File: config.mk
export PLATFORM = sky130hd
export DESIGN_NAME = trap_sequencer
export DESIGN_NICKNAME = d
export VERILOG_FILES = /design/src/rtl/trap_sequencer_pkg.sv /design/src/rtl/trap_sequencer_priority_encoder.sv /design/src/rtl/trap_sequencer.sv
export SDC_FILE = /design/constraint.sdc
export NUM_CORES = 1
export LEC_CHECK = 0
export CORE_AREA = 2 2 234 236
export DETAILED_ROUTE_END_ITERATION = 10
export DIE_AREA = 0 0 236 238
export PLACE_DENSITY_LB_ADDON = 0.25
export SLEW_MARGIN = 15
export SYNTH_ARGS = -nofsm -noshare
export SYNTH_HDL_FRONTEND = slang
export SYNTH_SLANG_ARGS = --single-unit
File: constraint.sdc
create_clock -name i_clk -period 2.2 [get_ports i_clk]
set_input_delay 0.44 -clock i_clk [delete_from_list [all_inputs] [get_ports i_clk]]
set_output_delay 0.44 -clock i_clk [all_outputs]
set_load 0.1 [all_outputs]
File: src/rtl/trap_sequencer_pkg.sv
// Shared definitions for the trap sequencer: data width helper, mcause values and FSM states.
// The optional counters are enabled with the TRAP_SEQ_STATS_EN macro in trap_sequencer.sv.
package trap_sequencer_pkg;

   localparam logic [1:0] XLEN_32b = 2'd1;
   localparam logic [1:0] XLEN_64b = 2'd2;

   // The data width follows the 2-bit XLEN code: 1 -> 32, 2 -> 64.
   function automatic int xlen_width(input logic [1:0] xlen);
      return 1 << (int'(xlen) + 4);
   endfunction

   // mcause 10 is reserved, so it doubles as the "nothing pending" marker.
   localparam logic [3:0] NO_EXC                 = 4'd10;
   localparam logic [3:0] CAUSE_INSTR_MISALIGNED = 4'd0;
   localparam logic [3:0] CAUSE_INSTR_FAULT      = 4'd1;
   localparam logic [3:0] CAUSE_ILLEGAL          = 4'd2;
   localparam logic [3:0] CAUSE_BREAKPOINT       = 4'd3;
   localparam logic [3:0] CAUSE_LOAD_MISALIGNED  = 4'd4;
   localparam logic [3:0] CAUSE_LOAD_FAULT       = 4'd5;
   localparam logic [3:0] CAUSE_STORE_MISALIGNED = 4'd6;
   localparam logic [3:0] CAUSE_STORE_FAULT      = 4'd7;
   localparam logic [3:0] CAUSE_ECALL_U          = 4'd8;
   localparam logic [3:0] CAUSE_ECALL_S          = 4'd9;
   localparam logic [3:0] CAUSE_ECALL_M          = 4'd11;

   typedef enum logic [1:0] {
      ST_IDLE     = 2'd0,
      ST_COMMIT   = 2'd1,
      ST_REDIRECT = 2'd2,
      ST_HOLDOFF  = 2'd3
   } trap_state_t;

endpackage

File: src/rtl/trap_sequencer_priority_encoder.sv
// Picks the single winning event among E/M exception, F/D exception, ecall and mret,
// and forms the code, PC and address to be latched for it.
module trap_priority_encoder
   import trap_sequencer_pkg::*;
#(
   parameter int W = 64
) (
   input  logic         exc_valid_fd,
   input  logic [3:0]   exc_code_fd,
   input  logic [W-1:0] pc_fd,
   input  logic         ecall,
   input  logic         mret,
   input  logic         exc_valid_em,
   input  logic [3:0]   exc_code_em,
   input  logic [W-1:0] pc_em,
   input  logic [W-1:0] addr_em,
   input  logic [1:0]   privilege,
   output logic         accept,
   output logic         sel_em,
   output logic         is_mret,
   output logic [3:0]   code,
   output logic [W-1:0] pc,
   output logic [W-1:0] addr
);

   logic req_em;
   logic req_fd;

   // A valid flag carrying the NO_EXC code is not a request.
   assign req_em = exc_valid_em && (exc_code_em != NO_EXC);
   assign req_fd = exc_valid_fd && (exc_code_fd != NO_EXC);

   // The older E/M instruction wins over anything younger in the pipe.
   always_comb begin
      accept  = 1'b0;
      sel_em  = 1'b0;
      is_mret = 1'b0;
      code    = NO_EXC;
      pc      = '0;
      addr    = '0;
      if (req_em) begin
         accept = 1'b1;
         sel_em = 1'b1;
         code   = exc_code_em;
         pc     = pc_em;
         addr   = addr_em;
      end else if (req_fd) begin
         accept = 1'b1;
         code   = exc_code_fd;
         pc     = pc_fd;
      end else if (ecall) begin
         accept = 1'b1;
         code   = CAUSE_ECALL_U + {2'b00, privilege};
         pc     = pc_fd;
      end else if (mret) begin
         accept  = 1'b1;
         is_mret = 1'b1;
      end
   end

endmodule

File: src/rtl/trap_sequencer.sv
// Serialises exceptions, ecall and mret into one trap/return at a time toward the CSR unit.
// Define TRAP_SEQ_STATS_EN to add the o_trap_count / o_mret_count statistics outputs.
module trap_sequencer
   import trap_sequencer_pkg::*;
#(
   parameter  logic [1:0] XLEN = XLEN_64b,
   localparam int         W    = xlen_width(XLEN)
) (
   input  logic         i_clk,
   input  logic         i_rst,
   input  logic         i_clk_en,
   input  logic         i_exc_valid_fd,
   input  logic [3:0]   i_exc_code_fd,
   input  logic [W-1:0] i_pc_fd,
   input  logic         i_ecall_d,
   input  logic         i_mret_d,
   input  logic         i_exc_valid_em,
   input  logic [3:0]   i_exc_code_em,
   input  logic [W-1:0] i_pc_em,
   input  logic [W-1:0] i_addr_em,
   input  logic [1:0]   i_current_privilege,
   input  logic [W-1:0] i_mtvec,
   input  logic [W-1:0] i_mepc,
   input  logic         i_disable_exceptions_1cc,
   output logic [3:0]   o_exception_code_f_d_ff,
   output logic [W-1:0] o_exception_pc_f_d_ff,
   output logic [3:0]   o_exception_code_e_m_ff,
   output logic [W-1:0] o_exception_pc_e_m_ff,
   output logic [W-1:0] o_exception_addr_e_m_ff,
   output logic         o_mret_e,
   output logic         o_flush,
   output logic         o_stall,
   output logic         o_redirect_valid,
   output logic [W-1:0] o_redirect_pc,
`ifdef TRAP_SEQ_STATS_EN
   output logic [31:0]  o_trap_count,
   output logic [31:0]  o_mret_count,
`endif
   output logic         o_busy
);

   trap_state_t  state, state_next;

   logic [3:0]   code_fd, code_fd_next;
   logic [W-1:0] pc_fd, pc_fd_next;
   logic [3:0]   code_em, code_em_next;
   logic [W-1:0] pc_em, pc_em_next;
   logic [W-1:0] addr_em, addr_em_next;
   logic         mret_e, mret_next;
   logic         kind_mret, kind_mret_next;

   logic         ev_accept;
   logic         ev_sel_em;
   logic         ev_is_mret;
   logic [3:0]   ev_code;
   logic [W-1:0] ev_pc;
   logic [W-1:0] ev_addr;
   logic [W-1:0] mtvec_base;
   logic         start_event;

   trap_priority_encoder #(
      .W (W)
   ) u_priority (
      .exc_valid_fd (i_exc_valid_fd),
      .exc_code_fd  (i_exc_code_fd),
      .pc_fd        (i_pc_fd),
      .ecall        (i_ecall_d),
      .mret         (i_mret_d),
      .exc_valid_em (i_exc_valid_em),
      .exc_code_em  (i_exc_code_em),
      .pc_em        (i_pc_em),
      .addr_em      (i_addr_em),
      .privilege    (i_current_privilege),
      .accept       (ev_accept),
      .sel_em       (ev_sel_em),
      .is_mret      (ev_is_mret),
      .code         (ev_code),
      .pc           (ev_pc),
      .addr         (ev_addr)
   );

   assign start_event = (state == ST_IDLE) && ev_accept;

   always_ff @(posedge i_clk) begin
      if (!i_rst) begin
         state     <= ST_IDLE;
         code_fd   <= NO_EXC;
         pc_fd     <= '0;
         code_em   <= NO_EXC;
         pc_em     <= '0;
         addr_em   <= '0;
         mret_e    <= 1'b0;
         kind_mret <= 1'b0;
      end else if (i_clk_en) begin
         state     <= state_next;
         code_fd   <= code_fd_next;
         pc_fd     <= pc_fd_next;
         code_em   <= code_em_next;
         pc_em     <= pc_em_next;
         addr_em   <= addr_em_next;
         mret_e    <= mret_next;
         kind_mret <= kind_mret_next;
      end
   end

   // Only the winning event's port is loaded; simultaneous losers are dropped, not queued.
   always_comb begin
      state_next     = state;
      code_fd_next   = code_fd;
      pc_fd_next     = pc_fd;
      code_em_next   = code_em;
      pc_em_next     = pc_em;
      addr_em_next   = addr_em;
      mret_next      = mret_e;
      kind_mret_next = kind_mret;
      case (state)
         ST_IDLE: begin
            if (ev_accept) begin
               state_next     = ST_COMMIT;
               mret_next      = ev_is_mret;
               kind_mret_next = ev_is_mret;
               if (ev_sel_em) begin
                  code_em_next = ev_code;
                  pc_em_next   = ev_pc;
                  addr_em_next = ev_addr;
               end else if (!ev_is_mret) begin
                  code_fd_next = ev_code;
                  pc_fd_next   = ev_pc;
               end
            end
         end
         ST_COMMIT: begin
            state_next   = ST_REDIRECT;
            code_fd_next = NO_EXC;
            code_em_next = NO_EXC;
            mret_next    = 1'b0;
         end
         ST_REDIRECT: begin
            state_next = ST_HOLDOFF;
         end
         ST_HOLDOFF: begin
            if (!i_disable_exceptions_1cc) begin
               state_next = ST_IDLE;
            end
         end
         default: begin
            state_next = ST_IDLE;
         end
      endcase
   end

   // mepc is read live in REDIRECT so the value written during COMMIT is the one used.
   assign mtvec_base = i_mtvec & ~{{(W-2){1'b0}}, 2'b11};

   assign o_redirect_valid = (state == ST_REDIRECT);
   assign o_redirect_pc    = (state != ST_REDIRECT) ? '0 :
                             (kind_mret ? i_mepc : mtvec_base);
   assign o_flush          = (state == ST_COMMIT) || (state == ST_REDIRECT);
   assign o_stall          = (state == ST_COMMIT) || (state == ST_REDIRECT);
   assign o_busy           = (state != ST_IDLE);

   assign o_exception_code_f_d_ff = code_fd;
   assign o_exception_pc_f_d_ff   = pc_fd;
   assign o_exception_code_e_m_ff = code_em;
   assign o_exception_pc_e_m_ff   = pc_em;
   assign o_exception_addr_e_m_ff = addr_em;
   assign o_mret_e                = mret_e;

`ifdef TRAP_SEQ_STATS_EN
   logic [31:0] trap_count;
   logic [31:0] mret_count;

   always_ff @(posedge i_clk) begin
      if (!i_rst) begin
         trap_count <= '0;
         mret_count <= '0;
      end else if (i_clk_en && start_event) begin
         if (ev_is_mret) begin
            mret_count <= mret_count + 32'd1;
         end else begin
            trap_count <= trap_count + 32'd1;
         end
      end
   end

   assign o_trap_count = trap_count;
   assign o_mret_count = mret_count;
`else
   logic unused_start;
   assign unused_start = start_event;
`endif

endmodule

; ---- Word level (Yosys, flattened, before mapping)
; Index checks and enable logic that the tools add are counted.
[op_classes]
n_addsub = 1
mux = 29
reduce_logical = 13
n_bitwise = 2
n_eq_ne = 11
[ops]
columns = op, count
row1 = 64-bit two-way mux, 6
row2 = 4-bit two-way mux, 8
row3 = 4-bit one-hot mux with 2 select lines, 2
row4 = "2-bit != test, second input constant", 6
row5 = 5-bit AND reduction, 2
row6 = 1-bit two-way mux, 9
row7 = 3-bit AND reduction, 3
row8 = "4-bit != test, second input constant", 2
row9 = 2-bit one-hot mux with 4 select lines, 1
row10 = 4-bit AND reduction, 2
row11 = "4-bit by 2-bit adder with 4-bit output, first input constant", 1
row12 = "2-bit equality test, second input constant", 2
row13 = 2-bit two-way mux, 2
row14 = 2-bit nonzero test, 2
row15 = "2-bit by 1-bit equality test with 1-bit output, second input constant", 1
row16 = 1-bit logical AND, 2
row17 = 2-bit zero test, 1
row18 = 1-bit NOT, 2
row19 = 1-bit one-hot mux with 2 select lines, 1
row20 = 1-bit logical OR, 1
[word_totals]
input_bits = 338
out_inout_bits = 269
wordCells = 64
register_bits = 204

; ---- Depth between registers and ports, before layout
; Gate-level depths: netlist of the first run.
[logic_depth]
word_depth = 8
ltp_mapped = 9

; ---- Cells and area by module
; From an unflattened synthesis of the first run, not the netlist that was laid out.
[unflattened]
hier_cells = 1323
area_unflattened_um2 = 10294.9
[modules_own_cells]
columns = mod, cells_each, area_per_inst_um2, seq_area_each_um2, n_inst
row1 = trap_sequencer, 1069, 8533.2, 4083.9, 1
row2 = trap_priority_encoder, 254, 1761.7, 0.0, 1

; ---- Least setup slack after synthesis of the first run
; OpenSTA, ideal clock, no wires.
[synth_timing]
path_kind = reg2out
startpoint = reg state[0]
endpoint = out o_redirect_pc[13]
path_stages_with_launch = 6
t_arrival_ns = 3.123
setup_slack_ns = -1.363
cell_sequence = dfxtp_1 -> inv_1 -> ha_1 -> clkbuf_1 -> clkbuf_1 -> nor2b_1
[synth_between]
elab_chain_len = 2
[synth_rtl]
columns = element, line
row1 = from (decl), trap_sequencer.sv:42  ; trap_state_t state, state_next;
row2 = from (signal assigned), trap_sequencer.sv:95  ; state <= state_next;
row3 = 2-bit != test, trap_sequencer.sv:156  ; assign o_redirect_pc = (state != ST_REDIRECT) ? '0 :
row4 = 64-bit two-way mux, trap_sequencer.sv:156
row5 = to (decl), trap_sequencer.sv:34  ; output logic [W-1:0] o_redirect_pc,
; Every way passes these cells.

; ---- Worst setup path in the final report of the first run
[layout_timing]
startpoint = reg state[1]
endpoint = out o_redirect_pc[45]
; Same word-level chain as after synthesis.

==> flow_summary.yaml, run 1 <==
clock_tree:
  htree_levels: 1
  cts.sinks: 204
  cts_inserted_buffers: 26
  cts_root_buf: "clkbuf_16"
  cts.reportedPaths.clkPinSlew_ps: 60
  cts_tree: "yes"
  cts.path.max_buffers: 3
  clock_latency_ps: 540
  hold_buffers: 0
place:
  io_buffers: 604
  gp_congestion: 0.812
  dpl.hpwl_um: 31100
  dp_cells: 2333
worst_setup_path:
  cp_cell_sequence: "buf_6 > ha_4 > buf_12 > clkbuf_16 > nor2b_4 > buf_12"
  critPathArrivalTime_ps: 1850
  r2r_cells: 7
  ff2ff_setup_slack_ps: 300
  reg2reg_from: "state[1]$_SDFFE_PN0P_"
  timing.rr.end: "o_exception_pc_f_d_ff[3]$_SDFFE_PN0P_"
  cp_max_fo: 8
  cp-end-kind: "output pin"
  worst_path_most_repeated_cell: "buf_12"
  startpoint: "state[1]$_SDFFE_PN0P_"
  crit_type: "flip-flop to output pin"
  cp_slowest_cell: "dfxtp_2"
  cp.required_ps: 1760
  start_kind: "flip-flop"
  cp_slowest_stage_delay_ps: 330
logic_synthesis:
  ys_warn_count: 0
  ys_seq_area_share_pct: 45.9
  netlist_instances: 1063
  synthTopCellsByArea: "dfxtp_1 (46%), nand2_1 (17%), a21boi_0 (11%)"
  synth_edf_count: 0
  synth_top_area_share_pct: 45.9
  synthFlopType: "dfxtp_1"
  synth_cell_types: 41
  post-synth-top-area-cell: "dfxtp_1"
  synth_nets: 1406
  netlist_area_um2: 8890
  ys_seq_elements: 204
  avgSynthCellArea_um2: 8.37
  ys_async_sr_fraction_pct: 0
sta:
  fmax_mhz: 436
  worst_slack_ps: -93.5
  relSlewSlack_pct: 54.1
  finalMaxSlewViolations: 0
  grt_setup_unrepaired: "true"
  worst_slew_pin_slew_ps: 689
  final_hold_viol_count: 0
  finalClockSkew_ps: 11.1
  fin_crit_ps: 2290
  timing.final.crit_share_pct: 104
  setup_viol: 54
global_route:
  overflow: 0
  grt_pass1_wl_um: 58900
  gr-usage-met2_pct: 24.8
  grt_util_all_layers_pct: 13.5
  grt_util_met1_pct: 14.7
  grt_max_degree: 147
  met3_usage_pct: 5.17
  grt_pass1_vias: 9516
  antenna_found_initial: 1
  busiest_layer: "met2"
power_and_ir_drop:
  intPower_mw: 8.23
  peakVddDrop_mv: 0.608
  p_per_area_nw_per_um2: 694
  seq_power_share_pct: 31.4
  switching_share_pct: 35.5
  net-switching-power_mw: 4.53
  p_leak_nw: 6.94
  clock_power_share_pct: 34.1
  comb_power_share_pct: 34.6
cells_and_area:
  nNetsFinal: 2032
  drive_above_1_share_pct: 30.2
  n_fill_cell: 5523
  instances_no_fill: 2399
  area_growth_pct: 107
  post-route-util_pct: 34.4
  diodes: 0
floorplanning:
  rows: 85
  core-area_um2: 53500
  die_h_um: 238
  dieArea_um2: 56200
  initial_core_util_pct: 16.6
  die_w_um: 236
  io_pins: 607
worst_hold_path:
  hold_path_depth: 3
  hold_class: "input port to flip-flop"
  holdCritStartpoint: "i_rst"
  whs_endpoint: "o_mret_e$_SDFFE_PN0P_"
detailed_routing:
  drt_iter0_drc: 279
  routed_via_density: 3.99
  wl_um: 41500
  num_vias: 9567
  wl_per_cell_um: 17.3
  drcViolationCount: 0
  first_pass_iters: 4
  drtAntennaViolNets: 0
outcome:
  failed_checks: "setup timing"
  status: "finished, violations left"
flow_run:
  cap_violations: 0
synth_stat cells, types with 2 or more instances:
library cell	number
a21boi_0	129
nand3_1	2
and3_1	3
nand2b_1	3
mux2i_1	66
o21ai_0	4
a2111oi_0	2
clkbuf_1	51
ha_1	5
nand2_1	395
inv_1	7
a31oi_1	3
a21boi_1	64
buf_4	18
dfxtp_1	204
nand3b_1	2
nor2b_1	64
or3_1	2
buf_2	11
nor2_1	6
nor3_1	2
flip-flops by register name, summed over array words and instances (netlist names):
signal,cells
o_exception_addr_e_m_ff,64
o_exception_pc_e_m_ff,64
o_exception_pc_f_d_ff,64
o_exception_code_e_m_ff,4
o_exception_code_f_d_ff,4
state,2
kind_mret,1
o_mret_e,1
cells by family (layout without fill, tap and decap cells):
| logic type | after synthesis | after routing | synth area share, % |
|---|---|---|---|
| AND/OR/NAND/NOR | 485 | 485 | 23.1 |
| AO/OA/AOI/OAI | 214 | 214 | 18.1 |
| flip-flops | 204 | 204 | 45.9 |
| buffers and inverters | 89 | 729 | 4.76 |
| multiplexers | 66 | 66 | 7.43 |
| adder cells (fa/ha/maj) | 5 | 5 | 0.703 |
worst max path at each step:
stage,slack (ps),to
after floorplan,-150,o_redirect_pc[11]
after global placement,-250,o_exception_code_f_d_ff[0]$_SDFFE_PN0P_
after detailed placement,-190,o_exception_code_e_m_ff[3]$_SDFFE_PN1P_
after CTS,-180,o_redirect_pc[11]
after global routing,-180,o_redirect_pc[33]
final,-90,o_redirect_pc[45]
power groups by stage:
stage          combinational (mW)  clock [mW]  sequential (mW)
2_1_floorplan                1.25           0             5.42
3_3_place_gp                 4.14           0             4.08
3_5_place_dp                 4.15           0             4.09
4_1_cts                      4.26        4.53             4.01
5_1_grt                      4.60        4.67             4.03
6_report                     4.41        4.35             4.00
stage by stage:
stage	hold WS, ps	setup slack [ps]	power, mW	instance area (µm²)	setup TNS [ps]
6_report	293	-93.5	12.8	18400	-2430
5_1_grt	264	-177	13.3	18400	-7960
4_1_cts	244	-181	12.8	17800	-9700
3_5_place_dp	445	-194	8.24	16600	-19850
3_3_place_gp	442	-254	8.22	16600	-12210
2_1_floorplan	488	-151	6.68	9350	-1420
cell usage in the layout (no fill, tap or decap), drive strengths merged, types with 3 or more instances in the layout:
master	n
clkdlybuf4s50	334
inv	7
and3	3
ha	5
clkbuf	43
mux2i	66
o21ai	4
nor3	3
nor2	6
nor2b	64
nand2	396
a31oi	3
buf	341
dfxtp	204
a21boi	193
nand2b	3
critical path: cells and delay by family (launching register included):
family	cells	cell delay, ps
buffers and inverters	4	580
and+or+nand+nor	1	160
adders and majority gates	1	230
DFF	1	330
layer usage:
metal	part of all wire, %	up-vias
met5	0	-
met4	1.8	0
met3	8.9	38
met2	51	378
met1	38	4430
li1	-	4721
timing repair:
item / 4_1_cts / 5_1_grt
setup buffers: 8 / 9
gates cloned: 2 / 7
endpoints found under the setup margin: 68 / 65
resized for setup: 38 / 74
pin swaps: 1 / 0
layout make-up:
| cell class | count | area, µm² | area share [%] |
|---|---|---|---|
| Timing Repair Buffer | 680 | 7220 | 39.2 |
| Multi-Input combinational cell | 770 | 5320 | 28.9 |
| Sequential cell | 204 | 4090 | 22.2 |
| Tap cell | 696 | 871 | 4.73 |
| Clock buffer | 38 | 797 | 4.33 |
| Clock inverter | 4 | 73.8 | 0.401 |
| Inverter | 7 | 30.0 | 0.163 |
(Power assumes the default switching activity.)
==> inputs of run 2 (changes only) <==
- CORE_AREA: 2 2 234 236 -> 3 3 235 237
- DIE_AREA: 0 0 236 238 -> 0 0 238 240
==> flow_summary.yaml, run 2 (synthesis results as in run 1) <==
sta:
  timing.final.crit_share_pct: 102
  worst_slew_pin_slew_ps: 508
  fin_setup_tns_ps: -1450
  finalMaxSlewViolations: 0
  worst_slack_ps: -50.7
  grt_setup_unrepaired: "true"
  finalClockSkew_ps: 24.8
  relSlewSlack_pct: 65.3
  fin_crit_ps: 2250
  final_hold_viol_count: 0
  fmax_mhz: 444
  setup_viol: 51
flow_run:
  cap_violations: 0
detailed_routing:
  routed_via_density: 4.00
  num_vias: 9609
  drcViolationCount: 0
  drt_iter0_drc: 264
  first_pass_iters: 6
  drtAntennaViolNets: 0
  wl_per_cell_um: 17.5
  wl_um: 42200
cells_and_area:
  multiInputGateArea_um2: 5260
  nNetsFinal: 2032
  register_area_um2: 4090
  area_growth_pct: 105
  instances_no_fill: 2404
  final_common_cell: "nand2_1"
  final_cell_mix: "nand2_1 (395), clkdlybuf4s50_1 (334), buf_4 (250), dfxtp_1 (201), a21boi_0 (129)"
  n_fill_cell: 5447
  drive_above_1_share_pct: 30.6
worst_setup_path:
  cp_max_fo: 19
  cp_slowest_stage_delay_ps: 440
  cp_slowest_cell: "dfxtp_4"
  start_kind: "flip-flop"
  critPathArrivalTime_ps: 1810
  crit_type: "flip-flop to output pin"
  cp.required_ps: 1760
  r2r_cells: 10
  cp-end-kind: "output pin"
  reg2reg_from: "state[0]$_SDFFE_PN0P_"
  timing.rr.end: "o_exception_code_f_d_ff[0]$_SDFFE_PN0P_"
  ff2ff_setup_slack_ps: 180
  worst_path_most_repeated_cell: "buf_12"
  cp_cell_sequence: "buf_12 > mux2i_2 > nor2b_4 > buf_12"
global_route:
  grt_util_all_layers_pct: 13.8
  antenna_found_initial: 4
  overflow: 0
  grt_pass1_wl_um: 60800
  grt_pass1_vias: 9665
  grt_max_degree: 109
power_and_ir_drop:
  comb_power_share_pct: 34.9
  seq_power_share_pct: 31.8
  clock_power_share_pct: 33.3
  intPower_mw: 8.06
  net-switching-power_mw: 4.53
  peakVddDrop_mv: 0.483
  p_per_area_nw_per_um2: 689
  switching_share_pct: 36.0
  p_leak_nw: 6.91
outcome:
  status: "finished, violations left"
  failed_checks: "setup timing"
worst_hold_path:
  whs_endpoint: "o_mret_e$_SDFFE_PN0P_"
  hold_path_depth: 3
  hold_class: "input port to flip-flop"
  holdCritStartpoint: "i_rst"
clock_tree:
  cts_tree: "yes"
  cts.reportedPaths.clkPinSlew_ps: 60
  cts.sinks: 204
  cts_inserted_buffers: 25
  clock_latency_ps: 550
  cts_root_buf: "clkbuf_16"
  cts.path.max_buffers: 3
  htree_levels: 1
floorplanning:
  die_w_um: 238
  core-area_um2: 53500
  io_pins: 607
  rows: 85
  die_h_um: 240
  dieArea_um2: 57100
  initial_core_util_pct: 16.6
place:
  io_buffers: 604
  dpl.hpwl_um: 32200
  dp_cells: 2338
  gp_congestion: 0.770
run 2: cell types whose count changed in the layout (fill, tap and decap cells not counted), sizes merged:
cell	before	now
clkinvlp	1	2
diode	0	1
clkbuf	43	40
buf	341	346
clkinv	1	2
run 2: metal layers:
metal | part of all wire [%] | GRT usage, % | vias up
met4 | 3.3 | 4.64 | 4
li1 | - | - | 4722
met3 | 10 | 5.65 | 65
met5 | 0.064 | 0 | -
met2 | 50 | 25.0 | 393
met1 | 36 | 14.5 | 4425
run 2: worst max-delay path, delay by kind of cell, from the launching register on:
kind | cells | cell delay [ps]
mux | 1 | 300
buf+inv | 2 | 400
simple gates | 1 | 70
flops | 1 | 440
run 2: worst max-delay path by stage:
stage                                                          end  cells after the start                   start
final                                            o_redirect_pc[29]                      4  kind_mret$_SDFFE_PN0P_
after global placement    o_exception_addr_e_m_ff[57]$_SDFFE_PN0P_                      8        i_exc_code_em[2]
after floorplan                                  o_redirect_pc[11]                      4   state[0]$_SDFFE_PN0P_
after detailed placement     o_exception_pc_e_m_ff[2]$_SDFFE_PN0P_                      8        i_exc_code_em[2]
after CTS                                        o_redirect_pc[47]                      5  kind_mret$_SDFFE_PN0P_
after global routing                             o_redirect_pc[33]                      4  kind_mret$_SDFFE_PN0P_
run 2: timing repair:
action | 4_1_cts | 5_1_grt
pin swaps | 1 | 1
resized for setup | 94 | 13
gates cloned | 6 | 1
setup buffers | 11 | 4
endpoints found under the setup margin | 68 | 66
hold buffers | 0 | 0
run 2: final cells by class:
type,instances,share of cell area (%)
Timing Repair Buffer,681,39.3
Multi-Input combinational cell,770,28.8
Sequential cell,204,22.4
Tap cell,696,4.77
Clock buffer,39,4.04
Clock inverter,6,0.534
Inverter,7,0.164
Antenna cell,1,0.0137
run 2: per-stage QoR:
| stage | power [mW] | hold WS [ps] | utilization [%] | setup WS (ps) | area (µm²) |
|---|---|---|---|---|---|
| after global routing | 13.1 | 300 | 34.1 | -134 | 18300 |
| after global placement | 8.23 | 442 | 31.2 | -138 | 16700 |
| after CTS | 12.8 | 269 | 34.0 | -121 | 18200 |
| after detailed placement | 8.25 | 449 | 31.2 | -188 | 16700 |
| final | 12.6 | 310 | 34.1 | -50.7 | 18300 |
| after floorplan | 6.68 | 488 | - | -151 | 9350 |
run 2: power by group through the flow:
stage	Combinational, mW	Clock [mW]	Sequential [mW]
after floorplan	1.25	0	5.42
after global placement	4.15	0	4.08
after detailed placement	4.16	0	4.09
after CTS	4.40	4.39	4.01
after global routing	4.58	4.54	4.03
final	4.39	4.19	4.00
